<file path="src/rtl/hamming_engine_if.sv">
// Host/memory bundle for hamming_engine: run handshake, byte memory port and error counters.
// The engine drives the memory bus and status through the master modport; the host and
// memory model sit on the slave side.
`timescale 1ns/1ps

interface hamming_engine_if #(
    parameter int unsigned ADDR_W = 8
);
    logic              req;
    logic              mode;
    logic              ack;
    logic [ADDR_W-1:0] mem_addr;
    logic              mem_wr_en;
    logic [7:0]        mem_wr_data;
    logic [7:0]        mem_rd_data;
    logic [7:0]        sec_cnt;
    logic [7:0]        ded_cnt;

    modport master (
        input  req,
        input  mode,
        input  mem_rd_data,
        output ack,
        output mem_addr,
        output mem_wr_en,
        output mem_wr_data,
        output sec_cnt,
        output ded_cnt
    );

    modport slave (
        output req,
        output mode,
        output mem_rd_data,
        input  ack,
        input  mem_addr,
        input  mem_wr_en,
        input  mem_wr_data,
        input  sec_cnt,
        input  ded_cnt
    );
endinterface

</file>
<file path="src/rtl/hamming_engine.sv">
// SECDED Hamming(16,11) engine. Each run walks NUM_MSG messages in a byte memory, reading
// two source bytes and writing two result bytes per message (4 cycles per message).
// mode=0 encodes 11 data bits into a codeword; mode=1 checks/corrects a codeword and
// writes the data back with a 2-bit status flag in the top of the high byte.
`timescale 1ns/1ps

module hamming_engine #(
    parameter int unsigned NUM_MSG  = 15,
    parameter int unsigned SRC_BASE = 0,
    parameter int unsigned DST_BASE = 30,
    parameter int unsigned ADDR_W   = 8
) (
    input logic              clock,
    input logic              reset,
    hamming_engine_if.master bus
);

    localparam int unsigned IDX_W = ADDR_W - 1;
    localparam logic [ADDR_W-1:0] SRC_A = ADDR_W'(SRC_BASE);
    localparam logic [ADDR_W-1:0] DST_A = ADDR_W'(DST_BASE);
    localparam logic [IDX_W-1:0]  LAST_IDX = IDX_W'(NUM_MSG - 1);

    typedef enum logic [2:0] {
        IDLE,
        RD_LO,
        RD_HI,
        WR_LO,
        WR_HI,
        DONE
    } state_t;

    state_t           state_q, state_d;
    logic [IDX_W-1:0] idx_q, idx_d;
    logic [7:0]       lo_q, lo_d;
    logic [7:0]       hi_q, hi_d;
    logic             mode_q, mode_d;
    logic [7:0]       sec_q, sec_d;
    logic [7:0]       ded_q, ded_d;

    logic             last;
    logic [ADDR_W-1:0] pair_off;

    logic [15:0]      enc_c;
    logic [3:0]       enc_p;
    logic [15:0]      dec_in;
    logic [15:0]      dec_c;
    logic [3:0]       dec_syn;
    logic             dec_par;
    logic [1:0]       dec_flag;
    logic [7:0]       dec_lo;
    logic [7:0]       dec_hi;

    assign last     = (idx_q == LAST_IDX);
    assign pair_off = {idx_q, 1'b0};

    // Encoder: place data at non-power-of-two positions, then the syndrome of the
    // data-only word is exactly {p8,p4,p2,p1}; p0 makes overall parity even.
    always_comb begin
        enc_c      = '0;
        enc_c[3]   = lo_q[0];
        enc_c[7:5] = lo_q[3:1];
        enc_c[15:9] = {hi_q[2:0], lo_q[7:4]};
        enc_p = '0;
        for (int k = 1; k < 16; k++) begin
            if (enc_c[k]) enc_p = enc_p ^ 4'(k);
        end
        enc_c[1] = enc_p[0];
        enc_c[2] = enc_p[1];
        enc_c[4] = enc_p[2];
        enc_c[8] = enc_p[3];
        enc_c[0] = ^enc_c[15:1];
    end

    // Decoder: syndrome locates a single flipped bit (0 means p0); odd overall parity
    // marks a correctable error, even parity with nonzero syndrome a double error.
    always_comb begin
        dec_in  = {hi_q, lo_q};
        dec_syn = '0;
        for (int k = 1; k < 16; k++) begin
            if (dec_in[k]) dec_syn = dec_syn ^ 4'(k);
        end
        dec_par  = ^dec_in;
        dec_c    = dec_in;
        dec_flag = 2'b00;
        if (dec_par) begin
            dec_c[dec_syn] = ~dec_in[dec_syn];
            dec_flag       = 2'b01;
        end else if (dec_syn != 4'd0) begin
            dec_flag = 2'b10;
        end
        dec_lo = {dec_c[12:9], dec_c[7:5], dec_c[3]};
        dec_hi = {dec_flag, 3'b000, dec_c[15:13]};
    end

    // State register.
    always_ff @(posedge clock) begin
        if (reset) begin
            state_q <= IDLE;
        end else begin
            state_q <= state_d;
        end
    end

    // Next-state logic: fixed four-step walk per message; req only matters when idle/done.
    always_comb begin
        state_d = state_q;
        case (state_q)
            IDLE, DONE: if (bus.req) state_d = RD_LO;
            RD_LO:      state_d = RD_HI;
            RD_HI:      state_d = WR_LO;
            WR_LO:      state_d = WR_HI;
            WR_HI:      state_d = last ? DONE : RD_LO;
            default:    state_d = IDLE;
        endcase
    end

    // Output logic: memory port and ack are pure functions of state and datapath.
    always_comb begin
        bus.ack         = (state_q == DONE);
        bus.mem_wr_en   = 1'b0;
        bus.mem_addr    = '0;
        bus.mem_wr_data = '0;
        case (state_q)
            RD_LO: bus.mem_addr = SRC_A + pair_off;
            RD_HI: bus.mem_addr = SRC_A + pair_off + ADDR_W'(1);
            WR_LO: begin
                bus.mem_addr    = DST_A + pair_off;
                bus.mem_wr_en   = 1'b1;
                bus.mem_wr_data = mode_q ? dec_lo : enc_c[7:0];
            end
            WR_HI: begin
                bus.mem_addr    = DST_A + pair_off + ADDR_W'(1);
                bus.mem_wr_en   = 1'b1;
                bus.mem_wr_data = mode_q ? dec_hi : enc_c[15:8];
            end
            default: ;
        endcase
    end

    // Datapath next values: capture source bytes, advance index, count decode outcomes.
    always_comb begin
        idx_d  = idx_q;
        lo_d   = lo_q;
        hi_d   = hi_q;
        mode_d = mode_q;
        sec_d  = sec_q;
        ded_d  = ded_q;
        case (state_q)
            IDLE, DONE: begin
                if (bus.req) begin
                    idx_d  = '0;
                    sec_d  = '0;
                    ded_d  = '0;
                    mode_d = bus.mode;
                end
            end
            RD_LO: lo_d = bus.mem_rd_data;
            RD_HI: hi_d = bus.mem_rd_data;
            WR_LO: begin
                // Counted once per message; saturate rather than wrap.
                if (mode_q && dec_flag == 2'b01 && sec_q != 8'hFF) sec_d = sec_q + 8'd1;
                if (mode_q && dec_flag == 2'b10 && ded_q != 8'hFF) ded_d = ded_q + 8'd1;
            end
            WR_HI: if (!last) idx_d = idx_q + IDX_W'(1);
            default: ;
        endcase
    end

    // Datapath registers.
    always_ff @(posedge clock) begin
        if (reset) begin
            idx_q  <= '0;
            lo_q   <= '0;
            hi_q   <= '0;
            mode_q <= 1'b0;
            sec_q  <= '0;
            ded_q  <= '0;
        end else begin
            idx_q  <= idx_d;
            lo_q   <= lo_d;
            hi_q   <= hi_d;
            mode_q <= mode_d;
            sec_q  <= sec_d;
            ded_q  <= ded_d;
        end
    end

    assign bus.sec_cnt = sec_q;
    assign bus.ded_cnt = ded_q;

endmodule
</file>
<file path="src/flat_wrapper.sv">
// flat-port wrapper written by rule: the top's interface ports become plain ports
module hamming_engine_flat 
#(
    parameter int unsigned NUM_MSG  = 15,
    parameter int unsigned SRC_BASE = 0,
    parameter int unsigned DST_BASE = 30,
    parameter int unsigned ADDR_W   = 8
)
  (clock, reset, bus_req, bus_mode, bus_mem_rd_data, bus_ack, bus_mem_addr, bus_mem_wr_en, bus_mem_wr_data, bus_sec_cnt, bus_ded_cnt);
  hamming_engine_if #(.ADDR_W(ADDR_W)) bus_i ();
  input logic clock;
  input logic reset;
  input wire logic [$bits(bus_i.req)-1:0] bus_req;
  input wire logic [$bits(bus_i.mode)-1:0] bus_mode;
  input wire logic [$bits(bus_i.mem_rd_data)-1:0] bus_mem_rd_data;
  output wire logic [$bits(bus_i.ack)-1:0] bus_ack;
  output wire logic [$bits(bus_i.mem_addr)-1:0] bus_mem_addr;
  output wire logic [$bits(bus_i.mem_wr_en)-1:0] bus_mem_wr_en;
  output wire logic [$bits(bus_i.mem_wr_data)-1:0] bus_mem_wr_data;
  output wire logic [$bits(bus_i.sec_cnt)-1:0] bus_sec_cnt;
  output wire logic [$bits(bus_i.ded_cnt)-1:0] bus_ded_cnt;
  assign bus_i.req = bus_req;
  assign bus_i.mode = bus_mode;
  assign bus_i.mem_rd_data = bus_mem_rd_data;
  assign bus_ack = bus_i.ack;
  assign bus_mem_addr = bus_i.mem_addr;
  assign bus_mem_wr_en = bus_i.mem_wr_en;
  assign bus_mem_wr_data = bus_i.mem_wr_data;
  assign bus_sec_cnt = bus_i.sec_cnt;
  assign bus_ded_cnt = bus_i.ded_cnt;
  hamming_engine #(.NUM_MSG(NUM_MSG), .SRC_BASE(SRC_BASE), .DST_BASE(DST_BASE), .ADDR_W(ADDR_W)) u_core (.clock(clock), .reset(reset), .bus(bus_i));
endmodule
</file>
<file path="config.mk">
export PLATFORM = sky130hd
export DESIGN_NAME = hamming_engine_flat
export DESIGN_NICKNAME = d
export VERILOG_FILES = /design/src/rtl/hamming_engine_if.sv /design/src/rtl/hamming_engine.sv /design/src/flat_wrapper.sv
export SDC_FILE = /design/constraint.sdc
export NUM_CORES = 1
export LEC_CHECK = 0
export CORE_MARGIN = 3
export CORE_UTILIZATION = 60
export CTS_CLUSTER_DIAMETER = 200
export CTS_CLUSTER_SIZE = 8
export DETAILED_ROUTE_END_ITERATION = 10
export GPL_TIMING_DRIVEN = 0
export PLACE_DENSITY = 0.87
export SLEW_MARGIN = 5
export SYNTH_ARGS = -nofsm -noshare
export SYNTH_HDL_FRONTEND = slang
export SYNTH_SLANG_ARGS = --single-unit
</file>
<file path="constraint.sdc">
create_clock -name clock -period 4.4 [get_ports clock]
set_input_delay 0.66 -clock clock [delete_from_list [all_inputs] [get_ports clock]]
set_output_delay 0.66 -clock clock [all_outputs]
set_load 0.02 [all_outputs]
</file>
Word level (Yosys, flattened, before mapping)
Index checks and enable logic that the tools add are counted.
{"block": "totals", "register_bits": 43, "input_bits": 12, "out_inout_bits": 34, "word_cells": 121}
{"block": "op_classes", "magnitude_cmp": 2, "add_sub_neg": 6, "n_eq_ne": 14, "n_reduce_logical": 17, "bitwise": 25, "mux": 50}
{"op": "2-to-1 mux 4 bit", "count": 15}
{"op": "one-hot mux 8 bit (2 select lines)", "count": 3}
{"op": "2-to-1 mux 8 bit", "count": 5}
{"op": "adder 8 x 1 -> 8 bit, second input constant", "count": 4}
{"op": "one-hot mux 8 bit (4 select lines)", "count": 1}
{"op": "2-to-1 mux 3 bit", "count": 9}
{"op": "NOT 3 bit", "count": 8}
{"op": "NOT 2 bit", "count": 9}
{"op": "bitwise mux 16 bit", "count": 1}
{"op": "2-to-1 mux 16 bit", "count": 1}
{"op": "inequality test 8 bit, second input constant", "count": 2}
{"op": "parity 16 bit", "count": 1}
{"op": "one-hot mux 3 bit (5 select lines)", "count": 1}
{"op": "parity 15 bit", "count": 1}
{"op": "2-to-1 mux 7 bit", "count": 2}
{"op": "one-hot mux 7 bit (2 select lines)", "count": 1}
{"op": "2-to-1 mux 2 bit", "count": 5}
{"op": "AND reduction 3 bit", "count": 3}
{"op": "adder 5 x 8 -> 8 bit, first input constant", "count": 1}
{"op": "NOT 4 bit", "count": 2}
{"op": "adder 7 x 1 -> 7 bit, second input constant", "count": 1}
{"op": "equality test 7 x 4 -> 1 bit, second input constant", "count": 1}
{"op": "equality test 3 x 2 -> 1 bit, second input constant", "count": 2}
{"op": "equality test 3 bit, second input constant", "count": 2}
{"op": "19 further kinds", "count": 33}

Longest topological paths before layout
Gate-level depths: netlist of run 1.
{"block": "depth", "ltp_word": 34, "depth_mapped": 10}

Least setup slack after synthesis of run 1
OpenSTA, ideal clock, no wires.
{"block": "synth_timing", "kind": "register to output", "startpoint": "reg u_core.lo_q[7]", "endpoint": "out bus_mem_wr_data[1]", "stages_incl_launch_ff": 9, "n_path_buf": 1, "t_arrival_ps": 2323, "path_slack_ps": 1417, "cell_sequence": "dfxtp_1 -> buf_4 -> xnor3_2 -> xnor2_4 -> xnor2_1 -> o211ai_1 -> xnor2_1 -> a21oi_1 -> o22ai_1"}
{"block": "synth_between", "elab_chain_len": 21}
{"element": "start, declared", "line_no": "hamming_engine.sv:34", "rtl": "logic [7:0] lo_q, lo_d;"}
{"element": "start signal, assigned", "line_no": "hamming_engine.sv:180", "rtl": "lo_q <= lo_d;"}
{"element": "2-to-1 mux 3 bit", "line_no": "hamming_engine.sv:80", "rtl": "if (dec_in[k]) dec_syn = dec_syn ^ 4'(k);"}
{"element": "2-to-1 mux 4 bit", "line_no": "hamming_engine.sv:80"}
{"element": "NOT 2 bit (no source line) / 2-to-1 mux 4 bit (equally long branches)"}
{"element": "2-to-1 mux 4 bit / NOT 2 bit (equally long branches)"}
{"element": "2-to-1 mux 4 bit", "line_no": "hamming_engine.sv:80"}
{"element": "NOT 3 bit (no source line) / NOT 2 bit (equally long branches)"}
{"element": "2-to-1 mux 4 bit", "line_no": "hamming_engine.sv:80"}
{"element": "2-to-1 mux 4 bit / NOT 3 bit (equally long branches)"}
{"element": "[... 5 more ...]"}
{"element": "less-than comparator 4 x 5 -> 1 bit (implied by the code) / greater-or-equal comparator 4 x 1 -> 1 bit (equally long branches)", "line_no": "hamming_engine.sv:86", "rtl": "dec_c[dec_syn] = ~dec_in[dec_syn];"}
{"element": "logical AND 1 bit (implied by the code)", "line_no": "hamming_engine.sv:86"}
{"element": "2-to-1 mux 1 bit (implied by the code)", "line_no": "hamming_engine.sv:86"}
{"element": "demux 1 bit (select 4 bit)"}
{"element": "bitwise mux 16 bit", "line_no": "hamming_engine.sv:86"}
{"element": "2-to-1 mux 16 bit (*)", "line_no": "hamming_engine.sv:85", "rtl": "if (dec_par) begin"}
{"element": "2-to-1 mux 8 bit (on tied branches)", "line_no": "hamming_engine.sv:134, hamming_engine.sv:129"}
{"element": "one-hot mux 8 bit (2 select lines) (*)", "line_no": "hamming_engine.sv:123", "rtl": "case (state_q)"}
{"element": "end, declared", "line_no": "flat_wrapper.sv:19", "rtl": "output wire logic [$bits(bus_i.mem_wr_data)-1:0] bus_mem_wr_data;"}
Mark *: on every way between the ends. The rest lies on a longest branch, timed or not. The select of a mux whose other input is x is not followed.

Worst setup path after layout of run 1
{"block": "layout_timing", "startpoint": "reg u_core.lo_q[7]", "endpoint": "out bus_mem_wr_data[3]"}
{"block": "layout_between", "elab_chain_len": 21}
{"element": "2-to-1 mux 3 bit", "line_no": "hamming_engine.sv:80"}
{"element": "2-to-1 mux 4 bit", "line_no": "hamming_engine.sv:80"}
{"element": "NOT 2 bit (no source line) / 2-to-1 mux 4 bit (equally long branches)"}
{"element": "2-to-1 mux 4 bit / NOT 2 bit (equally long branches)"}
{"element": "2-to-1 mux 4 bit", "line_no": "hamming_engine.sv:80"}
{"element": "NOT 3 bit (no source line) / NOT 2 bit (equally long branches)"}
{"element": "2-to-1 mux 4 bit", "line_no": "hamming_engine.sv:80"}
{"element": "2-to-1 mux 4 bit / NOT 3 bit (equally long branches)"}
{"element": "[... 5 more ...]"}
{"element": "less-than comparator 4 x 5 -> 1 bit (implied by the code) / greater-or-equal comparator 4 x 1 -> 1 bit (equally long branches)", "line_no": "hamming_engine.sv:86"}
{"element": "logical AND 1 bit (implied by the code)", "line_no": "hamming_engine.sv:86"}
{"element": "2-to-1 mux 1 bit (implied by the code)", "line_no": "hamming_engine.sv:86"}
{"element": "demux 1 bit (select 4 bit)"}
{"element": "bitwise mux 16 bit", "line_no": "hamming_engine.sv:86"}
{"element": "2-to-1 mux 16 bit (*)", "line_no": "hamming_engine.sv:85"}
{"element": "2-to-1 mux 8 bit (*)", "line_no": "hamming_engine.sv:129", "rtl": "bus.mem_wr_data = mode_q ? dec_lo : enc_c[7:0];"}
{"element": "one-hot mux 8 bit (2 select lines) (*)", "line_no": "hamming_engine.sv:123"}
Marks and branches as above.

==> impl_metrics.json, run 1 <==
{
  "cts.sinks": 43,
  "slew-limit-headroom": 0.371,
  "syn_area_mm2": 0.00324,
  "cts_root_buf": "clkbuf_8",
  "finalWorstSetupSlack_ns": 0.316,
  "synth.area.top_cells": "dfxtp_1, xnor2_1, nor2_1, mux2i_1, a21oi_1",
  "cp-end-kind": "output pin",
  "instances_no_fill": 517,
  "crit_chain": "buf_4, xnor3_2, xnor2_4, xnor2_1, o211ai_1, xnor2_1, nand3_1, o21ai_0, clkdlybuf4s50_1",
  "clk_pin_slew_ns": 0.08,
  "dpl.cell_count": 510,
  "max_freq_mhz": 245,
  "grt_max_degree": 13,
  "htree_levels": 2,
  "drtPass1Iterations": 5,
  "path_buf_inv": 2,
  "dp_hpwl_um": 5930,
  "finalCritPeriodShare": 0.928,
  "worst-endpoint-arrival_ns": 3.42,
  "initial_core_util": 0.627,
  "drv_cap": 0,
  "area_delta_synth_final_pct": 19.4,
  "max_stage_delay_ns": 0.65,
  "grtUsageTotal": 0.266,
  "postCtsSetupRepairBufs": 0,
  "ys_ff_latch": 43,
  "synth_common_cells": "nor2_1, dfxtp_1, xnor2_1, a21oi_1, o21ai_0",
  "gp_congestion": 0.942,
  "clock_skew_ns": 0.00695,
  "synth_warnings": 0,
  "nets": 464,
  "ir_drop_uv": 190,
  "seq_area_frac_synth": 0.265,
  "dpl_cell_area_mm2": 0.00377,
  "ios": 46,
  "die_w_um": 79.5,
  "report.final.setup_viol": 0,
  "cpMostUsedCell": "xnor2_1",
  "rows": 26,
  "tightestPinTransition_ns": 0.940,
  "hold_ws_ns": 0.497,
  "n_fill_cell": 394,
  "avgViaCountPerCell": 6.13,
  "startpoint_type": "register",
  "hold_path.class": "register to register",
  "p_leak_uw": 0.00128,
  "yosys.area.top_type": "dfxtp_1",
  "synth_ff_type": "dfxtp_1",
  "synth_edf_count": 0,
  "path_class": "register to output pin",
  "die_h_um": 79.5,
  "yosysUniqueCellTypes": 55,
  "clock_latency_ns": 0.30,
  "antenna_found_initial": 0,
  "cts_resized": 0,
  "wirelength_um": 8200,
  "route.detailed.drc": 0,
  "core_mm2": 0.00517,
  "status": "completed",
  "final_cell_area_mm2": 0.00387,
  "rsz0062_at_grt": "no",
  "synth.top_cell.area_share": 0.265,
  "cp_max_fo": 8,
  "dieArea_mm2": 0.00633,
  "first_iter_violations": 303,
  "cellPowerDensity_mw_per_mm2": 305,
  "required_ns": 3.74,
  "critPathTopFamily": "XOR/XNOR gates",
  "antenna_cells": 0,
  "yosysMostFrequentCell": "nor2_1",
  "final.setup.tns_ns": 0,
  "synthArstFlopShare": 0,
  "cts_max_path_buffers": 2,
  "drv_slew": 0,
  "period_needed_ns": 4.08,
  "cts_buffers": 5,
  "synthCells": 396,
  "vias": 3171,
  "crit_slowest_cell": "clkdlybuf4s50_1",
  "drive_gt1_frac": 0.0805,
  "hold_buffers": 0,
  "wl_per_cell_um": 15.9,
  "gr-total-overflow": 0,
  "cts_tree": "yes",
  "pre_cts_slack_ns": 0.723,
  "grt_pass1_wl_um": 13500,
  "grt_pass1_vias": 2919,
  "hold_viol_final": 0,
  "synth_nets": 413,
  "postRouteAntennaNets": 0,
  "port_buffers": 44,
  "avgSynthCellArea_um2": 8.19
}
stage by stage:
step / util / total power, µW
2_1_floorplan: - / 778
3_3_place_gp: 0.729 / 865
3_5_place_dp: 0.729 / 878
4_1_cts: 0.749 / 1180
5_1_grt: 0.749 / 1240
6_report: 0.749 / 1180
report_power, final:
part / switching (µW) / internal [µW] / leakage, µW / total [µW]
sequential: 11.1 / 402 / 0.000348 / 413
combinational: 282 / 187 / 0.000885 / 469
clock: 135 / 166 / 0.0000513 / 301
total: 428 / 755 / 0.00128 / 1180
kinds of logic (layout without fill, tap and decap cells):
group / Yosys count / count (layout) / synth area share
simple gates: 131 / 131 / 0.201
compound gates: 93 / 93 / 0.182
xor+xnor: 66 / 66 / 0.222
flops: 43 / 43 / 0.265
buf+inv: 40 / 91 / 0.0548
mux: 18 / 18 / 0.0559
fa+ha+maj: 5 / 5 / 0.0193
flip-flops by register name, indices dropped and copies added (netlist names):
signal	cells
u_core.lo_q	8
u_core.bus.ded_cnt	8
u_core.mode_q	1
u_core.bus.sec_cnt	8
u_core.state_q	3
u_core.idx_q	7
u_core.hi_q	8
final cells by class:
type / instances / area (µm²) / share of cell area
Multi-Input combinational cell: 313 / 2210 / 0.569
Sequential cell: 43 / 861 / 0.222
Timing Repair Buffer: 44 / 440 / 0.114
Buffer: 29 / 136 / 0.0352
Tap cell: 70 / 87.6 / 0.0226
Clock buffer: 6 / 72.6 / 0.0187
Inverter: 11 / 41.3 / 0.0107
Clock inverter: 1 / 30.0 / 0.00775
tightest hold or removal path, stage by stage (launching register included):
cell     delay, ns
dfxtp_1       0.34
nand2_1       0.06
a21oi_1       0.05
metal layers:
layer	share of wire	GRT usage	vias to the layer above
met2	0.46	0.439	138
met3	0.061	0.0429	22
met5	0	0	-
li1	-	-	1513
met1	0.45	0.354	1498
met4	0.026	0.0876	0
layout by cell type, fill, tap and decap left out, types with 6 or more instances in the layout:
cell type / instances
xnor2_1: 40
xor2_1: 12
clkdlybuf4s50_1: 44
nand2_1: 16
or3_1: 10
nand4_1: 7
dfxtp_1: 43
buf_2: 7
o22ai_1: 7
a21oi_1: 31
nand3_1: 17
o21ai_0: 18
xnor2_2: 6
clkbuf_1: 17
inv_1: 11
mux2i_1: 17
nor2_1: 47
final timing paths:
path,endpoint,start,cells past startpoint,slack (ns)
max reg2reg,u_core.bus.ded_cnt[1]$_SDFFE_PP0P_,u_core.lo_q[3]$_SDFFE_PP0N_,9,1.65
min reg2reg,u_core.bus.sec_cnt[1]$_SDFFE_PP0P_,u_core.bus.sec_cnt[1]$_SDFFE_PP0P_,2,0.50
max,bus_mem_wr_data[3],u_core.lo_q[7]$_SDFFE_PP0N_,9,0.32
min,u_core.bus.sec_cnt[1]$_SDFFE_PP0P_,u_core.bus.sec_cnt[1]$_SDFFE_PP0P_,2,0.50
Note: power is estimated with default switching activity, not from simulation.
==> run 2: changes to the inputs <==
--- a/config.mk
+++ b/config.mk
@@ -11,7 +11,7 @@
 export CTS_CLUSTER_SIZE = 8
 export DETAILED_ROUTE_END_ITERATION = 10
 export GPL_TIMING_DRIVEN = 0
-export PLACE_DENSITY = 0.87
+export PLACE_DENSITY_LB_ADDON = 0.15
 export SLEW_MARGIN = 5
 export SYNTH_ARGS = -nofsm -noshare
 export SYNTH_HDL_FRONTEND = slang
==> run 2 against run 1 <==
Core utilization is 0.19 points higher. Largest power group unchanged. Final area is 0.26% higher. Critical endpoint is now bus_mem_wr_data[1]. Clock skew is 0.0046 ns higher. Cell count is 0.19% higher. Worst setup slack better by 0.048 ns. Die area stayed put. Via count is 2.3% lower. Global-route usage is 0.81 points lower.
==> impl_metrics.json, run 2 (same netlist as run 1, synthesis figures left out) <==
{
  "vias": 3098,
  "cp_max_fo": 8,
  "p_leak_uw": 0.00129,
  "cts_resized": 0,
  "tightestPinTransition_ns": 0.932,
  "wirelength_um": 7940,
  "rsz0062_at_grt": "no",
  "htree_levels": 2,
  "report.final.setup_viol": 0,
  "cts_max_path_buffers": 2,
  "port_buffers": 44,
  "die_w_um": 79.5,
  "finalCritPeriodShare": 0.917,
  "period_needed_ns": 4.04,
  "final_util": 0.751,
  "ff2ff_setup_slack_ns": 1.75,
  "r2r_start": "u_core.state_q[0]$_SDFFE_PP0P_",
  "grt_pass1_vias": 2886,
  "hold_viol_final": 0,
  "hold_buffers": 0,
  "cts_root_buf": "clkbuf_8",
  "min_path_cells": 2,
  "avgViaCountPerCell": 5.98,
  "dieArea_mm2": 0.00633,
  "route.detailed.drc": 0,
  "core_mm2": 0.00517,
  "nets": 464,
  "die_h_um": 79.5,
  "grt_pass1_wl_um": 13100,
  "final.setup.tns_ns": 0,
  "ios": 46,
  "drtPass1Iterations": 5,
  "status": "completed",
  "path_class": "register to output pin",
  "drive_gt1_frac": 0.0848,
  "postCtsSetupRepairBufs": 0,
  "r2r_cells": 9,
  "min_from": "u_core.bus.sec_cnt[1]$_SDFFE_PP0P_",
  "clock_skew_ns": 0.0115,
  "grtUsageTotal": 0.258,
  "initial_core_util": 0.627,
  "r2r_end": "u_core.bus.ded_cnt[7]$_SDFFE_PP0P_",
  "antenna_found_initial": 0,
  "gr-total-overflow": 0,
  "max_freq_mhz": 248,
  "hold_path.class": "register to register",
  "postRouteAntennaNets": 0,
  "cp-end-kind": "output pin",
  "drv_slew": 0,
  "n_fill_cell": 400,
  "required_ns": 3.74,
  "area_delta_synth_final_pct": 19.7,
  "clk_pin_slew_ns": 0.09,
  "cts_tree": "yes",
  "worst-endpoint-arrival_ns": 3.38,
  "antenna_cells": 0,
  "wl_per_cell_um": 15.3,
  "ir_drop_uv": 229,
  "cellPowerDensity_mw_per_mm2": 306,
  "grt_max_degree": 15,
  "cts_buffers": 5,
  "first_iter_violations": 262,
  "rows": 26,
  "gp_congestion": 0.919,
  "dp_hpwl_um": 5870,
  "clock_latency_ns": 0.30,
  "most-common-layout-cells": "nor2_1, clkdlybuf4s50_1, dfxtp_1, xnor2_1, a21oi_1",
  "layout_commonest_cell": "nor2_1",
  "min_to": "u_core.bus.sec_cnt[1]$_SDFFE_PP0P_",
  "slew-limit-headroom": 0.376,
  "cts.sinks": 43,
  "startpoint_type": "register",
  "drv_cap": 0
}
==> run 2: power by group <==
group	leakage [µW]	total, µW	internal (µW)	switching [µW]
sequential	0.000348	413	402	10.9
clock	0.0000581	316	169	147
combinational	0.000885	460	187	273
total	0.00129	1190	758	430
==> run 2: final cells by class <==
class	instances	area, µm²	area share
plain buffers	29	136	0.0351
clock buffers	5	68.8	0.0177
clock inverters	3	43.8	0.0113
inverters	11	41.3	0.0106
multi-input cells	313	2210	0.568
flip-flops and latches	43	861	0.222
well taps	70	87.6	0.0225
repair buffers	44	440	0.113
==> run 2: metrics by stage <==
step	setup WS [ns]	std cells	hold WS (ns)	cell area, µm²	power, µW
final	0.364	518	0.497	3880	1190
after global routing	0.186	518	0.524	3880	1250
after CTS	0.379	518	0.494	3880	1190
after detailed placement	0.714	510	0.481	3770	875
after global placement	0.748	510	0.474	3770	866
after floorplan	1.42	396	0.524	3240	778
==> run 2: worst max-delay path by stage <==
stage / start / to / slack, ns / cells past startpoint
after floorplan: u_core.lo_q[7]$_SDFFE_PP0N_ / bus_mem_wr_data[1] / 1.42 / 8
after global placement: u_core.lo_q[7]$_SDFFE_PP0N_ / bus_mem_wr_data[1] / 0.75 / 9
after detailed placement: u_core.lo_q[7]$_SDFFE_PP0N_ / bus_mem_wr_data[1] / 0.71 / 9
after CTS: u_core.lo_q[7]$_SDFFE_PP0N_ / bus_mem_wr_data[1] / 0.38 / 9
after global routing: u_core.lo_q[7]$_SDFFE_PP0N_ / bus_mem_wr_data[7] / 0.19 / 9
final: u_core.lo_q[7]$_SDFFE_PP0N_ / bus_mem_wr_data[1] / 0.36 / 9
==> run 2: layer usage <==
metal / routed length [µm] / GRT usage
met5: 0 / 0
met4: 89 / 0.0722
met3: 536 / 0.0429
met2: 3720 / 0.421
met1: 3600 / 0.352
==> run 2: worst max-delay path, cell delays in order (launching register included) <==
cell             delay, ns
dfxtp_1               0.32
buf_4                 0.17
xnor3_2               0.53
xnor2_4               0.22
xnor2_1               0.53
o211ai_1              0.21
xnor2_1               0.19
a21oi_1               0.09
o22ai_1               0.18
clkdlybuf4s50_1       0.63
